`src/rtl/md5_padder.sv`:
```
// Byte-serial MD5 padder: packs bytes into 512-bit blocks, appends 0x80/zero/length, feeds core as 4x128-bit words.
// Latency: last byte edge t -> first load after edge t+2; backpressure: byte_ready_o low outside FILL, WAIT holds until core ready & armed.
module md5_padder #(
    parameter int CNT_W = 32
) (
    input  logic         clk,
    input  logic         reset,
    input  logic         byte_valid_i,
    input  logic [7:0]   byte_i,
    input  logic         last_i,
    output logic         byte_ready_o,
    input  logic         core_ready_i,
    output logic         load_o,
    output logic         newtext_o,
    output logic [127:0] data_o,
    output logic         busy_o
);

    typedef enum logic [2:0] {S_FILL, S_PAD, S_WAIT, S_SEND, S_PAD2} state_t;

    state_t                 state_q, state_d;
    logic [3:0][127:0]      blk_q, blk_d;
    logic [5:0]             pos_q, pos_d;
    logic [5:0]             last_p_q, last_p_d;
    logic [CNT_W-1:0]       count_q, count_d;
    logic [1:0]             word_q, word_d;
    logic                   armed_q, armed_d;
    logic                   first_q, first_d;
    logic                   final_q, final_d;
    logic                   pad2_q, pad2_d;
    logic                   extra80_q, extra80_d;
    logic                   busy_q, busy_d;
    logic                   byte_ready_q, byte_ready_d;
    logic                   load_q, load_d;
    logic                   newtext_q, newtext_d;
    logic [127:0]           data_q, data_d;

    logic [63:0]            bit_len;
    logic [6:0]             last_p1;

    // Bit offset of block byte p inside its 128-bit word: lane 0 is the top 32 bits, bytes little-endian in a lane.
    function automatic logic [6:0] byte_off(input logic [5:0] p);
        return {~p[3:2], p[1:0], 3'b000};
    endfunction

    assign bit_len = 64'({count_q, 3'b000});
    assign last_p1 = {1'b0, last_p_q} + 7'd1;

    always_comb begin
        state_d   = state_q;
        blk_d     = blk_q;
        pos_d     = pos_q;
        last_p_d  = last_p_q;
        count_d   = count_q;
        word_d    = word_q;
        armed_d   = armed_q;
        first_d   = first_q;
        final_d   = final_q;
        pad2_d    = pad2_q;
        extra80_d = extra80_q;
        busy_d    = busy_q;
        load_d    = 1'b0;
        newtext_d = 1'b0;
        data_d    = '0;

        // A ready cycle after the last word is needed before the next launch.
        if (state_q == S_SEND && word_q == 2'd3) begin
            armed_d = 1'b0;
        end else if (!core_ready_i) begin
            armed_d = 1'b1;
        end

        case (state_q)
            S_FILL: begin
                if (byte_valid_i && byte_ready_q) begin
                    blk_d[pos_q[5:4]][byte_off(pos_q) +: 8] = byte_i;
                    count_d = count_q + CNT_W'(1);
                    busy_d  = 1'b1;
                    pos_d   = pos_q + 6'd1;
                    if (last_i) begin
                        last_p_d = pos_q;
                        pos_d    = 6'd0;
                        state_d  = S_PAD;
                    end else if (pos_q == 6'd63) begin
                        state_d = S_WAIT;
                    end
                end
            end
            S_PAD: begin
                for (int q = 0; q < 64; q++) begin
                    if (7'(q) == last_p1) begin
                        blk_d[q[5:4]][byte_off(q[5:0]) +: 8] = 8'h80;
                    end else if (7'(q) > last_p1) begin
                        blk_d[q[5:4]][byte_off(q[5:0]) +: 8] = 8'h00;
                    end
                end
                if (last_p1 <= 7'd55) begin
                    blk_d[3][63:32] = bit_len[31:0];
                    blk_d[3][31:0]  = bit_len[63:32];
                    final_d = 1'b1;
                    pad2_d  = 1'b0;
                end else begin
                    final_d = 1'b0;
                    pad2_d  = 1'b1;
                end
                extra80_d = (last_p_q == 6'd63);
                state_d   = S_WAIT;
            end
            S_WAIT: begin
                if (core_ready_i && armed_q) begin
                    load_d    = 1'b1;
                    data_d    = blk_q[0];
                    newtext_d = first_q;
                    first_d   = 1'b0;
                    word_d    = 2'd1;
                    state_d   = S_SEND;
                end
            end
            S_SEND: begin
                load_d = 1'b1;
                data_d = blk_q[word_q];
                word_d = word_q + 2'd1;
                if (word_q == 2'd3) begin
                    if (pad2_q) begin
                        pad2_d  = 1'b0;
                        state_d = S_PAD2;
                    end else begin
                        state_d = S_FILL;
                        if (final_q) begin
                            count_d = '0;
                            first_d = 1'b1;
                            final_d = 1'b0;
                            busy_d  = 1'b0;
                        end
                    end
                end
            end
            S_PAD2: begin
                blk_d = '0;
                if (extra80_q) begin
                    blk_d[0][103:96] = 8'h80;
                end
                blk_d[3][63:32] = bit_len[31:0];
                blk_d[3][31:0]  = bit_len[63:32];
                final_d = 1'b1;
                state_d = S_WAIT;
            end
            default: state_d = S_FILL;
        endcase

        byte_ready_d = (state_d == S_FILL);
    end

    always_ff @(posedge clk or posedge reset) begin
        if (reset) begin
            state_q      <= S_FILL;
            blk_q        <= '0;
            pos_q        <= '0;
            last_p_q     <= '0;
            count_q      <= '0;
            word_q       <= '0;
            armed_q      <= 1'b1;
            first_q      <= 1'b1;
            final_q      <= 1'b0;
            pad2_q       <= 1'b0;
            extra80_q    <= 1'b0;
            busy_q       <= 1'b0;
            byte_ready_q <= 1'b0;
            load_q       <= 1'b0;
            newtext_q    <= 1'b0;
            data_q       <= '0;
        end else begin
            state_q      <= state_d;
            blk_q        <= blk_d;
            pos_q        <= pos_d;
            last_p_q     <= last_p_d;
            count_q      <= count_d;
            word_q       <= word_d;
            armed_q      <= armed_d;
            first_q      <= first_d;
            final_q      <= final_d;
            pad2_q       <= pad2_d;
            extra80_q    <= extra80_d;
            busy_q       <= busy_d;
            byte_ready_q <= byte_ready_d;
            load_q       <= load_d;
            newtext_q    <= newtext_d;
            data_q       <= data_d;
        end
    end

    assign byte_ready_o = byte_ready_q;
    assign load_o       = load_q;
    assign newtext_o    = newtext_q;
    assign data_o       = data_q;
    assign busy_o       = busy_q;

endmodule

```
`config.mk`:
```
export PLATFORM = sky130hd
export DESIGN_NAME = md5_padder
export DESIGN_NICKNAME = d
export VERILOG_FILES = /design/src/rtl/md5_padder.sv
export SDC_FILE = /design/constraint.sdc
export NUM_CORES = 2
export LEC_CHECK = 0
export ABC_AREA = 0
export ABC_CLOCK_PERIOD_IN_PS = 69300
export CAP_MARGIN = 30
export CORE_UTILIZATION = 50
export DETAILED_ROUTE_END_ITERATION = 8
export DONT_BUFFER_PORTS = 1
export PLACE_DENSITY = 0.63
export SETUP_SLACK_MARGIN = 0.3
export SYNTH_ARGS = -nofsm -noshare
export SYNTH_HDL_FRONTEND = slang
export SYNTH_SLANG_ARGS = --single-unit
```
`constraint.sdc`:
```
create_clock -name clk -period 69.3 [get_ports clk]
set_input_delay 17.325 -clock clk [delete_from_list [all_inputs] [get_ports clk]]
set_output_delay 17.325 -clock clk [all_outputs]
set_load 0.02 [all_outputs]
```
After elaboration in Yosys (flattened, before gate mapping)
Index checks and enable logic that the tools add are counted.
Operators by class
  $add $sub $neg: 5
  $lt $le $gt $ge: 68
  equal/unequal tests: 140
  shift operators: 2
  muxes and demuxes: 177
  bitwise logic cells: 1
  reduce and logical (&&, ||, !) cells: 84
Operators with widths (number)
  case mux 512 bit (3 select lines): 1
  2-to-1 mux 8 bit: 129
  bitwise mux 512 bit: 1
  2-to-1 mux 512 bit: 1
  2-to-1 mux 128 bit: 3
  binary-select mux 128 bit (select 2 bit): 1
  demux 128 bit (select 2 bit): 1
  case mux 128 bit (2 select lines): 1
  equality test 6 x 7 -> 1 bit, first input constant: 32
  greater-than comparator 6 x 7 -> 1 bit, first input constant: 32
  AND reduction 3 bit: 66
  inequality test 3 bit, second input constant: 56
  2-to-1 mux 32 bit: 4
  variable shift 8 x 9 -> 128 bit, first input constant: 1
  indexed part select 8 x 9 -> 128 bit: 1
  equality test 5 x 7 -> 1 bit, first input constant: 16
  greater-than comparator 5 x 7 -> 1 bit, first input constant: 16
  2-to-1 mux 64 bit: 1
  case mux 32 bit (2 select lines): 1
  equality test 4 x 7 -> 1 bit, first input constant: 8
  greater-than comparator 4 x 7 -> 1 bit, first input constant: 8
  adder 32 x 1 -> 32 bit, second input constant: 1
  inequality test 4 bit, second input constant: 8
  equality test 3 x 7 -> 1 bit, first input constant: 4
  36 further kinds: 84
Word-level totals
  register bits: 698

Depth between registers and ports, before layout
  word-level depth: 8
  depth in mapped cells: 12

Least setup slack after synthesis
No wires, ideal clock.
  kind: input to register
  start point: in byte_valid_i
  end point: reg with a tool-made name
  library setup time: 0.127 ns
  arrival time: 18.796 ns
  required time: 69.173 ns
  path slack: 50.377 ns
  cell stages on the path: 6
  path through: nand2_1 > a211o_1 > clkbuf_1 > nor3_1 > o32ai_4 > mux2_1
RTL lines
  start: declaration: line 8  | input logic byte_valid_i,

==> results_dict.tcl <==
set metrics [dict create \
    report.final.slew_viol_count 0 \
    crit_required_ns 69.81 \
    tightest_slew_ns 1.095 \
    clk_latency_ns 0.63 \
    cp_top_family "simple AND/OR/NAND/NOR gates" \
    min_to "blk_q[410]" \
    hold_viol_final 0 \
    globalRouteTotalUtil 0.3114 \
    start_kind "input port" \
    drv_cap 0 \
    status "completed" \
    fin_total_pwr_mw 1.144 \
    row_count 93 \
    worstPathMaxFanout 21 \
    drive_gt1_frac 0.1862 \
    final_util 0.5583 \
    synth_async_sr_flop_share 1.000 \
    synth.distinct_cells 102 \
    die_height_um 257.8 \
    cts_setup_buffers 0 \
    ant_nets 0 \
    cp.arrival_ns 20.10 \
    dieArea_sq_um 66480 \
    numClockSinks 698 \
    path_common_cell "nand2_1" \
    nets 2540 \
    dpl.cell_count 3292 \
    tns_ns 0 \
    wirelength_um 102300 \
    drc 0 \
    fin_crit_sh 0.2827 \
    crit_type "in2reg" \
    antenna_cells 0 \
    viasPerCell 7.006 \
    drtPass1Iterations 8 \
    ys_top_cells_by_area "dfrtp_1 (53%), a22o_1 (11%), mux4_2 (8.8%)" \
    netlist_instances 2585 \
    finClkSkew_ns 0.02490 \
    grt_pass1_vias 24387 \
    p_leak_nw 15.57 \
    critPathBufInv 1 \
    globalplace.congestion 0.9821 \
    clk_pin_slew_ns 0.06 \
    hold_path_startpoint "blk_q[410]" \
    initial_core_util 0.5067 \
    critPathSlowestCell "nor2_1" \
    first_iter_violations 2611 \
    io_pins 145 \
    synth_warnings 0 \
    min_period_ns 19.59 \
    vdd_ir_drop_max_uv 20.60 \
    cts_hold_buf 0 \
    syn_to_final_growth_pct 10.17 \
    overflow 0 \
    cts_buffer_depth 3 \
    synth_edf_count 0 \
    core_sq_um 64580 \
    fin_cells 3427 \
    min_path_cells 2 \
    htreeDepth 3 \
    r2r-start "last_p_q[1]" \
    cts.repair.resized 0 \
    post-synth-top-area-fraction 0.5322 \
    ys_ff_latch 698 \
    synth_flop_cell "dfrtp_1" \
    power.density_nw_per_um2 31.74 \
    dp_hpwl_um 65320 \
    grt_max_degree 164 \
    hp-class "reg2reg" \
    r2r_setup_slack_ns 64.64 \
    crit_chain "nand2_1 > nor2_4 > buf_4 > nand2_1 > nor2_1 > o22ai_2 > mux2_2" \
    cpPeakStageDelay_ns 0.66 \
    cts_tree "yes" \
    synth_top_cell_by_area "dfrtp_1" \
    fillers 5223 \
    cts-root-buf "clkbuf_16" \
    syn-cell-area_sq_um 32730 \
    grt_pass1_wl_um 158200 \
    worst_r2r_path_depth 7 \
    postSynthAreaPerCell_sq_um 12.66 \
    dr_total_vias 24009 \
    rsz0062_at_grt "false" \
    io_buffers 0 \
    synth_nets 2607 \
    setup_viol_count_final 0 \
    setup.worst_path.end_class "register" \
    max_slew_margin 0.2703 \
    die_w_um 257.8 \
    wl_per_cell_um 29.86 \
    fmax_mhz 51.04 \
    ys_seq_area_frac 0.5338 \
    cts_made_buffers 74 \
    antenna_found_initial 0 \
]
-- cells in the final DEF (no fill, tap or decap), types with 10 or more instances in the layout --
cell type and n:
a22o_1 408, or2_2 10, clkbuf_8 13, a21oi_1 46
buf_4 39, and2_1 14, o2bb2ai_1 127, inv_1 14
xnor2_1 10, nor2_1 132, clkinv_2 13, nand3_1 69
and3_1 26, nand2_1 128, clkbuf_1 16, o21ai_2 15
o211ai_2 11, a31oi_1 15, clkbuf_16 76, nand2b_1 15
mux4_2 128, o32ai_1 20, xor2_1 27, dfrtp_1 694
nand4_1 31, mux2_2 63, nor3_1 28, o22ai_2 12
o21ai_0 67, o22ai_1 57, o211ai_1 18
-- per-layer routing --
layer,GRT usage,up-vias,wire length [um]
li1,-,10028,-
met1,0.4373,12523,42970
met2,0.4780,1182,47390
met3,0.05448,276,7715
met4,0.1369,0,4251
met5,0,-,0
-- cells by family (layout without fill, tap and decap cells) --
family,after synthesis,after routing,synth area share
XOR/XNOR,39,39,0.01090
buffers and inverters,211,198,0.02795
adder cells (fa/ha/maj),9,9,0.003441
flip-flops,698,698,0.5338
AND/OR/NAND/NOR,530,530,0.08079
multiplexers,206,206,0.1150
AO/OA/AOI/OAI,892,892,0.2281
-- synth_stat cells, types with 10 or more instances --
cell type / count
or2_2: 10
mux2_2: 63
xnor2_1: 10
and3_1: 26
mux4_2: 128
o2bb2ai_1: 127
a31oi_1: 15
o32ai_1: 20
nand2_1: 128
o22ai_2: 12
nand4_1: 31
xor2_1: 27
o211ai_2: 11
dfrtp_1: 696
clkbuf_1: 118
a21oi_1: 47
buf_2: 47
nor3_1: 29
o21ai_2: 15
and2_1: 14
a22o_1: 408
o211ai_1: 18
nand3_1: 69
o21ai_0: 67
inv_1: 15
nand2b_1: 15
buf_1: 17
nor2_1: 134
o22ai_1: 57
-- how the worst max path moves through the flow --
| stage | slack (ns) | startpoint | endpoint | cells past startpoint |
|---|---|---|---|---|
| 2_1_floorplan | 32.40 | reset | asynchronous set/reset pin | 1 |
| 3_3_place_gp | 49.22 | reset | data_o[33] | 3 |
| 3_5_place_dp | 49.12 | byte_valid_i | register | 7 |
| 4_1_cts | 49.78 | byte_valid_i | register | 7 |
| 5_1_grt | 49.53 | byte_valid_i | register | 7 |
| 6_report | 49.71 | byte_valid_i | register | 7 |
-- worst min-delay path, cell delays in order (launching register included) --
cell and delay (ns):
dfrtp_1 0.34, nand2_1 0.04, o21ai_0 0.06
-- per-stage QoR --
stage / cell area, sq um / setup WS [ns] / hold slack, ns
5_1_grt: 36050 / 49.53 / 0.4978
4_1_cts: 35920 / 49.78 / 0.4791
3_3_place_gp: 33270 / 49.22 / 0.4584
2_1_floorplan: 32730 / 32.40 / 0.4446
3_5_place_dp: 33450 / 49.12 / 0.4652
6_report: 36050 / 49.71 / 0.4761
-- area by class of cell --
cell class,instances,area [sq um],area share
sequential,698,17480,0.4847
multi-input combinational,1676,14380,0.3989
clock buffer,105,2141,0.05938
tap,855,1070,0.02967
timing repair buffer,52,591.8,0.01641
clock inverter,25,324.1,0.008988
inverter,16,67.56,0.001874
-- where the power goes --
part / switching, mW / leakage, nW / total (mW) / internal [mW]
combinational: 0.205 / 4.70 / 0.292 / 0.0870
clock: 0.164 / 1.21 / 0.405 / 0.241
sequential: 0.0241 / 9.65 / 0.448 / 0.424
total: 0.392 / 15.6 / 1.14 / 0.752
Power figures use the tool's default switching activity.
